### src/rtl/bq_pkg.sv
// bq_pkg
//   Shared constants and types for the biquad MAC scheduler.
//   DW/CW/FRAC/ACCW : sample, coefficient, fraction and accumulator widths.
//   state_t         : sequencing FSM states.
//   TAP_*           : tap index encoding used by the MAC operand mux.
//   SAT_MAX/SAT_MIN : output clip bounds for a DW-bit signed sample.
package bq_pkg;

  localparam int DW   = 16;
  localparam int CW   = 16;
  localparam int FRAC = 14;
  localparam int ACCW = DW + CW + 3;

  typedef enum logic [2:0] {
    IDLE,
    LOAD,
    MAC,
    ROUND,
    OUT
  } state_t;

  localparam logic [2:0] TAP_B0 = 3'd0;
  localparam logic [2:0] TAP_B1 = 3'd1;
  localparam logic [2:0] TAP_B2 = 3'd2;
  localparam logic [2:0] TAP_A1 = 3'd3;
  localparam logic [2:0] TAP_A2 = 3'd4;

  localparam logic signed [DW-1:0] SAT_MAX = {1'b0, {(DW-1){1'b1}}};
  localparam logic signed [DW-1:0] SAT_MIN = {1'b1, {(DW-1){1'b0}}};

endpackage

### src/rtl/bq_mac.sv
// bq_mac
//   Single signed multiplier feeding an ACCW-bit accumulator, plus the
//   combinational round-half-up / saturate stage that turns the
//   accumulator into an output sample.
//   Ports:
//     clk, rst  : clock, synchronous active-high reset
//     acc_clr   : zero the accumulator on the next edge
//     acc_en    : accumulate the current product on the next edge
//     acc_sub   : subtract instead of add (feedback taps)
//     sample    : signed DW-bit multiplier operand
//     coef      : signed CW-bit coefficient operand
//     result    : rounded and saturated accumulator value
//     sat       : result was clipped
module bq_mac
  import bq_pkg::*;
(
  input  logic                 clk,
  input  logic                 rst,
  input  logic                 acc_clr,
  input  logic                 acc_en,
  input  logic                 acc_sub,
  input  logic signed [DW-1:0] sample,
  input  logic signed [CW-1:0] coef,
  output logic signed [DW-1:0] result,
  output logic                 sat
);

  localparam logic signed [ACCW:0] HALF =
    {{(ACCW-FRAC+1){1'b0}}, 1'b1, {(FRAC-1){1'b0}}};

  logic signed [DW+CW-1:0]    prod;
  logic signed [ACCW-1:0]     prod_ext;
  logic signed [ACCW-1:0]     acc;
  logic signed [ACCW:0]       biased;
  logic signed [ACCW-FRAC:0]  shifted;
  logic [ACCW-FRAC-DW+1:0]    hi_bits;
  logic                       unused_round_bits;

  assign prod     = sample * coef;
  assign prod_ext = {{(ACCW-DW-CW){prod[DW+CW-1]}}, prod};

  always_ff @(posedge clk) begin
    if (rst || acc_clr) begin
      acc <= '0;
    end else if (acc_en) begin
      acc <= acc_sub ? (acc - prod_ext) : (acc + prod_ext);
    end
  end

  // One extra bit on the bias add so the half-LSB can never wrap the top.
  // Taking the upper bits of the biased sum is the arithmetic shift.
  assign biased            = {acc[ACCW-1], acc} + HALF;
  assign shifted           = biased[ACCW:FRAC];
  assign hi_bits           = shifted[ACCW-FRAC:DW-1];
  assign unused_round_bits = ^biased[FRAC-1:0];

  // The value fits in DW bits only if every bit above the DW-1 sign
  // position is a copy of it.
  always_comb begin
    result = shifted[DW-1:0];
    sat    = 1'b0;
    if (!((&hi_bits) || (~|hi_bits))) begin
      sat    = 1'b1;
      result = shifted[ACCW-FRAC] ? SAT_MIN : SAT_MAX;
    end
  end

endmodule

### src/rtl/bq_mac_sched.sv
// bq_mac_sched
//   Sequencing controller for a direct-form-I biquad. Accepts one sample
//   per handshake, steps the shared MAC through the five taps, rounds and
//   saturates, and shifts the delay line.
//   Ports:
//     wb_clk_i, wb_rst_i : clock, synchronous active-high reset
//     x_valid_i, x_i     : input sample handshake and data
//     x_ready_o          : high only while idle
//     coef_i             : {a2,a1,b2,b1,b0}, b0 in the LSBs
//     clr_i              : clear the delay line / abort current sample
//     y_o, y_valid_o     : output sample and its one-cycle strobe
//     busy_o             : computation in progress
//     sat_o              : sticky saturation flag
module bq_mac_sched
  import bq_pkg::*;
(
  input  logic            wb_clk_i,
  input  logic            wb_rst_i,
  input  logic            x_valid_i,
  input  logic [DW-1:0]   x_i,
  output logic            x_ready_o,
  input  logic [5*CW-1:0] coef_i,
  input  logic            clr_i,
  output logic [DW-1:0]   y_o,
  output logic            y_valid_o,
  output logic            busy_o,
  output logic            sat_o
);

  state_t state;
  logic [2:0] tap;

  logic [5*CW-1:0]     coef_q;
  logic signed [DW-1:0] x_cur, x1, x2, y1, y2;
  logic signed [CW-1:0] b0_q, b1_q, b2_q, a1_q, a2_q;

  logic                 mac_clr, mac_en, mac_sub, mac_sat;
  logic signed [DW-1:0] mac_sample, mac_result;
  logic signed [CW-1:0] mac_coef;

  assign b0_q = coef_q[0*CW +: CW];
  assign b1_q = coef_q[1*CW +: CW];
  assign b2_q = coef_q[2*CW +: CW];
  assign a1_q = coef_q[3*CW +: CW];
  assign a2_q = coef_q[4*CW +: CW];

  // Abort also flushes the accumulator so nothing leaks into the next sample.
  assign mac_clr = (state == LOAD) || clr_i;
  assign mac_en  = (state == MAC) && !clr_i;

  always_comb begin
    mac_sample = x_cur;
    mac_coef   = b0_q;
    mac_sub    = 1'b0;
    case (tap)
      TAP_B0: begin
        mac_sample = x_cur;
        mac_coef   = b0_q;
      end
      TAP_B1: begin
        mac_sample = x1;
        mac_coef   = b1_q;
      end
      TAP_B2: begin
        mac_sample = x2;
        mac_coef   = b2_q;
      end
      TAP_A1: begin
        mac_sample = y1;
        mac_coef   = a1_q;
        mac_sub    = 1'b1;
      end
      default: begin
        mac_sample = y2;
        mac_coef   = a2_q;
        mac_sub    = 1'b1;
      end
    endcase
  end

  bq_mac u_mac (
    .clk     (wb_clk_i),
    .rst     (wb_rst_i),
    .acc_clr (mac_clr),
    .acc_en  (mac_en),
    .acc_sub (mac_sub),
    .sample  (mac_sample),
    .coef    (mac_coef),
    .result  (mac_result),
    .sat     (mac_sat)
  );

  // Sample and coefficients are captured on the accept edge itself, so the
  // producer and coefficient source are free to change from LOAD onwards.
  // The result is registered on the ROUND->OUT edge, which makes y_valid_o
  // and the shifted delay line visible during OUT.
  always_ff @(posedge wb_clk_i) begin
    if (wb_rst_i) begin
      state     <= IDLE;
      tap       <= TAP_B0;
      x_ready_o <= 1'b1;
      busy_o    <= 1'b0;
      y_o       <= '0;
      y_valid_o <= 1'b0;
      sat_o     <= 1'b0;
      x_cur     <= '0;
      coef_q    <= '0;
      x1        <= '0;
      x2        <= '0;
      y1        <= '0;
      y2        <= '0;
    end else begin
      y_valid_o <= 1'b0;
      if (clr_i) begin
        state     <= IDLE;
        tap       <= TAP_B0;
        x_ready_o <= 1'b1;
        busy_o    <= 1'b0;
        sat_o     <= 1'b0;
        x1        <= '0;
        x2        <= '0;
        y1        <= '0;
        y2        <= '0;
      end else begin
        case (state)
          IDLE: begin
            if (x_valid_i && x_ready_o) begin
              x_cur     <= x_i;
              coef_q    <= coef_i;
              state     <= LOAD;
              x_ready_o <= 1'b0;
              busy_o    <= 1'b1;
            end
          end
          LOAD: begin
            tap   <= TAP_B0;
            state <= MAC;
          end
          MAC: begin
            if (tap == TAP_A2) begin
              state <= ROUND;
            end else begin
              tap <= tap + 3'd1;
            end
          end
          ROUND: begin
            y_o       <= mac_result;
            y_valid_o <= 1'b1;
            if (mac_sat) begin
              sat_o <= 1'b1;
            end
            x2    <= x1;
            x1    <= x_cur;
            y2    <= y1;
            y1    <= mac_result;
            state <= OUT;
          end
          OUT: begin
            state     <= IDLE;
            x_ready_o <= 1'b1;
            busy_o    <= 1'b0;
          end
          default: begin
            state     <= IDLE;
            x_ready_o <= 1'b1;
            busy_o    <= 1'b0;
          end
        endcase
      end
    end
  end

endmodule

### config.mk
export PLATFORM = sky130hd
export DESIGN_NAME = bq_mac_sched
export DESIGN_NICKNAME = d
export VERILOG_FILES = /design/src/rtl/bq_pkg.sv /design/src/rtl/bq_mac.sv /design/src/rtl/bq_mac_sched.sv
export SDC_FILE = /design/constraint.sdc
export NUM_CORES = 1
export LEC_CHECK = 0
export ABC_AREA = 1
export BUFFER_PORTS_ARGS = -buffer_cell sky130_fd_sc_hd__buf_2
export CORE_ASPECT_RATIO = 1.5
export CORE_UTILIZATION = 65
export CTS_CLUSTER_SIZE = 40
export DETAILED_ROUTE_END_ITERATION = 8
export GPL_ROUTABILITY_DRIVEN = 1
export PLACE_DENSITY = 0.95
export RECOVER_POWER = 50
export SYNTH_ARGS = -nofsm -noshare
export SYNTH_HDL_FRONTEND = slang
export SYNTH_SLANG_ARGS = --single-unit
### constraint.sdc
create_clock -name wb_clk_i -period 24.7 [get_ports wb_clk_i]
set_input_delay 3.705 -clock wb_clk_i [delete_from_list [all_inputs] [get_ports wb_clk_i]]
set_output_delay 3.705 -clock wb_clk_i [all_outputs]
set_load 0.01 [all_outputs]
[Word-level counts from Yosys, hierarchy flattened]
Index checks and enable logic that the tools add are counted.
Word-level totals
  latch bits: 0
  memories kept: 0
  logic and storage cells: 68
  output and inout bits: 20
  memory bits (read-only): 0
  register bits after elaboration: 221
  bits in writable memories: 0
Cells by class
  mux-type cells: 15
  add/sub/neg operators: 4
  bitwise operators: 3
  div/mod/pow operators: 0
  reductions and logical operators: 21
  $mul: 1
  order comparisons: 0
  equal/unequal tests: 10
  shifts and indexed selects: 0
Operators with widths (count)
  $pmux W16 S4: 2
  $add A35 B15 Y36 const B: 1
  $add A35 B32 Y35: 1
  $mux W35: 1
  $sub A35 B32 Y35: 1
  $mul A16 B16 Y32: 1
  $mux W16: 2
  $eq A3 B2 Y1 const B: 4
  $pmux W3 S4: 1
  $reduce_and A2 Y1: 5
  $mux W3: 3
  $reduce_and A7 Y1: 1
  $reduce_or A7 Y1: 1
  $eq A3 B1 Y1 const B: 2
  $logic_not A3 Y1: 2
  $pmux W3 S2: 1
  $reduce_or A3 Y1: 2
  $ne A2 B2 Y1 const B: 2
  $pmux W1 S2: 2
  $add A3 B1 Y3 const B: 1
  $eq A3 B3 Y1 const B: 1
  $logic_or A1 B1 Y1: 3
  $mux W1: 3
  $not A1 Y1: 3
  6 further kinds: 8

[Longest topological paths before layout]
  depth in word-level cells: 6
  mapped depth: 56
  gate-level depth less buffers: 51

[By module]
From an unflattened synthesis, not the netlist that was laid out.
Unflattened totals
  cell total of the unflattened synthesis: 3635
  area, all modules: 24161.9 µm²
By module, submodules not included
  bq_mac: cells an instance 2302, times used 1, area an instance 15730.1 µm², seq. area each 700.7 µm²
  bq_mac_sched: cells an instance 1333, times used 1, area an instance 8431.8 µm², seq. area each 3723.6 µm²

[Worst setup path after synthesis]
OpenSTA, ideal clock, no wires.
  path kind: register -> register
  start: register tap[2]
  end: register u_mac.acc[34]
  slack: 15.375 ns
  data arrival time: 9.212 ns
  cell stages (with the launch flop): 48
  library setup time: 0.113 ns
  data required time: 24.587 ns
  clock period less this slack: 9.325 ns
  cell sequence: dfxtp_1 buf_2 inv_2 buf_2 clkbuf_1 clkbuf_1 ha_1 clkbuf_1 a221o_1 o22ai_1 nor2_1 fa_1 inv_1 fa_1 inv_1 fa_1 fa_1 fa_1 [... 12 more ...] nand2_1 nor4_1 nand3_1 xor2_1 a21oi_1 ha_1 a21oi_1 o21ai_0 inv_1 o221ai_1 a31oi_1 nand2_1 a31oi_1 inv_1 a21oi_1 nor2_1 nor2_1 nor2_1
Between the ends
  cells in the longest elaborated chain, start to end: 5
RTL lines
  from (decl): RTL line bq_mac_sched.sv:31  | logic [2:0] tap;
  from (signal assigned): RTL line bq_mac_sched.sv:143  | tap <= tap + 3'd1;
  $eq A3 B2 Y1 (tied with other cells): RTL line bq_mac_sched.sv:55  | case (tap)
  $pmux W16 S4: RTL line bq_mac_sched.sv:55
  $mul A16 B16 Y32: RTL line bq_mac.sv:39  | assign prod = sample * coef;
  $sub A35 B32 Y35 / $add A35 B32 Y35 (equally long branches): RTL line bq_mac.sv:46  | acc <= acc_sub ? (acc - prod_ext) : (acc + prod_ext);
  $mux W35 *: RTL line bq_mac.sv:46
  to (signal assigned): RTL line bq_mac.sv:46
  to (decl): RTL line bq_mac.sv:33  | logic signed [ACCW-1:0] acc;
Every way passes the cells marked *; elsewhere a longest branch is shown, timed or not.
A chain may end at the register's enable or synchronous reset.

[Worst setup path after layout]
Same ends and word-level chain as after synthesis.

==> impl_metrics.tcl <==
set metrics [dict create \
    cp-end-kind "flop" \
    critPathSlowestCell "clkbuf_1" \
    yosys.area.top_type_share 0.229 \
    status "finished, violations left" \
    min_from "sat_o" \
    wirelength_um 70700 \
    post-place-ws_ns 13.59 \
    synthCells 3231 \
    seq_area_frac_synth 0.192 \
    comb_power_share 0.548 \
    placed_area_um2 24000 \
    root_buffer "clkbuf_16" \
    p_seq_frac 0.228 \
    finalInstanceArea_um2 24800 \
    cellPowerDensity_nw_per_um2 66.7 \
    pwr-share-clk 0.224 \
    criticalPathCategory "reg -> reg" \
    worstPathArrival_ns 14.51 \
    die_y_um 232 \
    synth_area_leaders "fa_1, dfxtp_1, inv_1, nor2_1, nand2_1" \
    slew_headroom -1.62 \
    peakVddDrop_v 0.0000616 \
    cts_tree "yes" \
    grt_max_degree 100 \
    antenna_found_initial 0 \
    numCtsBuffers 24 \
    antenna_cells 0 \
    first_pass_iters 6 \
    p_int_uw 876 \
    overflow 0 \
    syn-num-nets 3720 \
    holdBufCountCts 0 \
    min_to "sat_o" \
    grt_first_pass_wirelength_um 113000 \
    first_global_vias 22800 \
    start_util 0.658 \
    synth_seq_cells 221 \
    min_period_ns 14.04 \
    maxSlewViolCount 259 \
    viasPerCell 5.89 \
    violations "max-capacitance violations, max-slew violations" \
    synthFlopType "dfxtp_1" \
    ioPinCount 120 \
    row_count 84 \
    synth.avg_cell_area_um2 7.12 \
    dpl.hpwl_um 54100 \
    synth_warnings 0 \
    required_ns 25.16 \
    power_switching_uw 778 \
    skew_ns 0.0168 \
    hold_violations 0 \
    grt_setup_unrepaired "false" \
    cp-start-kind "flop" \
    synth-xor-area-share 0.0333 \
    postLayoutSetupSlackWorst_ns 10.66 \
    wire_per_inst_um 18.7 \
    leakagePower_uw 0.0130 \
    r2r-start "tap[2]" \
    setup_viol 0 \
    reg2reg_depth 44 \
    crit_top_cell "inv_1" \
    regToRegEndpoint "u_mac.acc[34]" \
    synthAdderAreaFrac 0.297 \
    async_flop_share 0 \
    area_growth_pct 7.72 \
    synth_mux_area_frac 0 \
    dieWidth_um 156 \
    cts_resized 0 \
    whs_path_depth 1 \
    synth_top_family_by_area "adder cells" \
    clockBufferDepth 3 \
    cts_num_sinks 221 \
    port-buffer-count 119 \
    drc_errors 0 \
    cts.clk_slew.worst_paths_ns 0.07 \
    post_cts_buffers 0 \
    crit_path_max_fanout 91 \
    yosys.area_share.simple 0.246 \
    max_stage_delay_ns 2.75 \
    synth_area_um2 23000 \
    htreeDepth 1 \
    nets 3783 \
    gp_congestion 1.03 \
    cap_violations 4 \
    clock_latency_ns 0.53 \
    vias 22300 \
    synth_area_leader_cell "fa_1" \
    synth_compound_area_frac 0.113 \
    hold_path.class "reg -> reg" \
    drive_gt1_frac 0.0679 \
    grt_util_all_layers 0.399 \
    yosysUniqueCellTypes 50 \
    ant_nets 0 \
    fp.coreArea_um2 35000 \
    fmax_ghz 0.0712 \
    worst_pin_slew_ns 3.93 \
    swShare 0.470 \
    rrSetupSlack_ns 10.66 \
    synth-edff-count 0 \
    finalCritPeriodShare 0.569 \
    finalSetupTns_ns 0 \
    dieArea_um2 36200 \
    initialDrtViolationCount 2272 \
]
cells in the mapped netlist (11+ instances only):
master    count
o21ai_0     208
ha_1        126
o22ai_1      31
nor4_1       12
fa_1        263
a221o_1      30
nand3_1     156
xnor2_1      23
nand4_1      30
dfxtp_1     221
xor2_1       59
nor3_1       21
nor2_1      575
nand2_1     531
o211ai_1     11
o21bai_1     14
inv_1       579
clkbuf_1    106
a21oi_1     130
registers in the layout, indices dropped and copies added (netlist names), 16 cells and up:
name	cells
coef_q	80
y_o	16
x1	16
y2	16
u_mac.acc	35
x_cur	16
y1	16
x2	16
cells by family after synthesis:
logic type,Yosys count
adders and majority gates,389
buffers and inverters,716
and+or+nand+nor,1366
AOI/OAI and AO/OA,454
xor gates and xnor gates,85
DFF,221
per-stage QoR:
step                cells  hold WS [ns]  utilization  power [uW]
finish               3785         0.477        0.708        1650
global placement     3741         0.451        0.687        1240
CTS                  3785         0.477        0.710        1630
floorplan            3231         0.441            -         993
detailed placement   3741         0.455        0.687        1260
global route         3785         0.492        0.708        1760
layout by cell type, fill, tap and decap left out, types with 5 or more instances in the layout:
cell type and count:
a21o_1 5, a21oi_1 130, a221o_1 30, a31oi_1 5
buf_2 97, buf_4 35, clkbuf_1 32, clkbuf_16 24
clkinv_1 8, dfxtp_1 221, fa_1 263, ha_1 126
inv_1 578, inv_2 9, nand2_1 531, nand2_2 9
nand3_1 156, nand3_2 7, nand4_1 30, nor2_1 573
nor2_2 8, nor3_1 20, nor4_1 12, o211ai_1 11
o21a_1 7, o21ai_0 208, o21bai_1 14, o22ai_1 32
xnor2_1 23, xor2_1 59
area by class of cell:
class	count	area (um^2)
timing repair buffer	158	846
clock inverter	11	150
tap	473	592
clock buffer	33	664
sequential	221	4420
inverter	595	2230
multi-input combinational	2294	15900
fill	2575	10200
worst max path at each step:
| stage | start | endpoint | cells after the start |
|---|---|---|---|
| 5_1_grt | tap[2] | u_mac.acc[34] | 43 |
| 4_1_cts | tap[0] | u_mac.acc[34] | 44 |
| 2_1_floorplan | tap[2] | u_mac.acc[34] | 47 |
| 3_5_place_dp | tap[0] | u_mac.acc[34] | 44 |
| 3_3_place_gp | tap[0] | u_mac.acc[34] | 44 |
| 6_report | tap[2] | u_mac.acc[34] | 44 |
per-layer routing:
layer / global-route usage / share of wire / wire, um / vias up
met1: 0.422 / 0.33 / 23400 / 10300
met5: 0 / 0 / 0 / -
met3: 0.0678 / 0.081 / 5710 / 503
li1: - / - / - / 10200
met2: 0.692 / 0.49 / 34400 / 1329
met4: 0.335 / 0.10 / 7150 / 0
power by group through the flow:
stage / Clock, uW / Combinational, uW / Sequential, uW
final: 371 / 907 / 377
after global routing: 387 / 993 / 378
after CTS: 368 / 887 / 376
after detailed placement: 0 / 873 / 384
after global placement: 0 / 857 / 384
after floorplan: 0 / 611 / 381
critical path: cells and delay by family (launching register included):
kind | cells | cell delay [ns]
and+or+nand+nor | 18 | 3.63
buffers and inverters | 9 | 3.53
DFF | 1 | 0.31
adders and majority gates | 8 | 3.81
xor gates and xnor gates | 1 | 0.16
AOI/OAI and AO/OA | 8 | 2.48
Note: power is estimated with default switching activity, not from simulation.
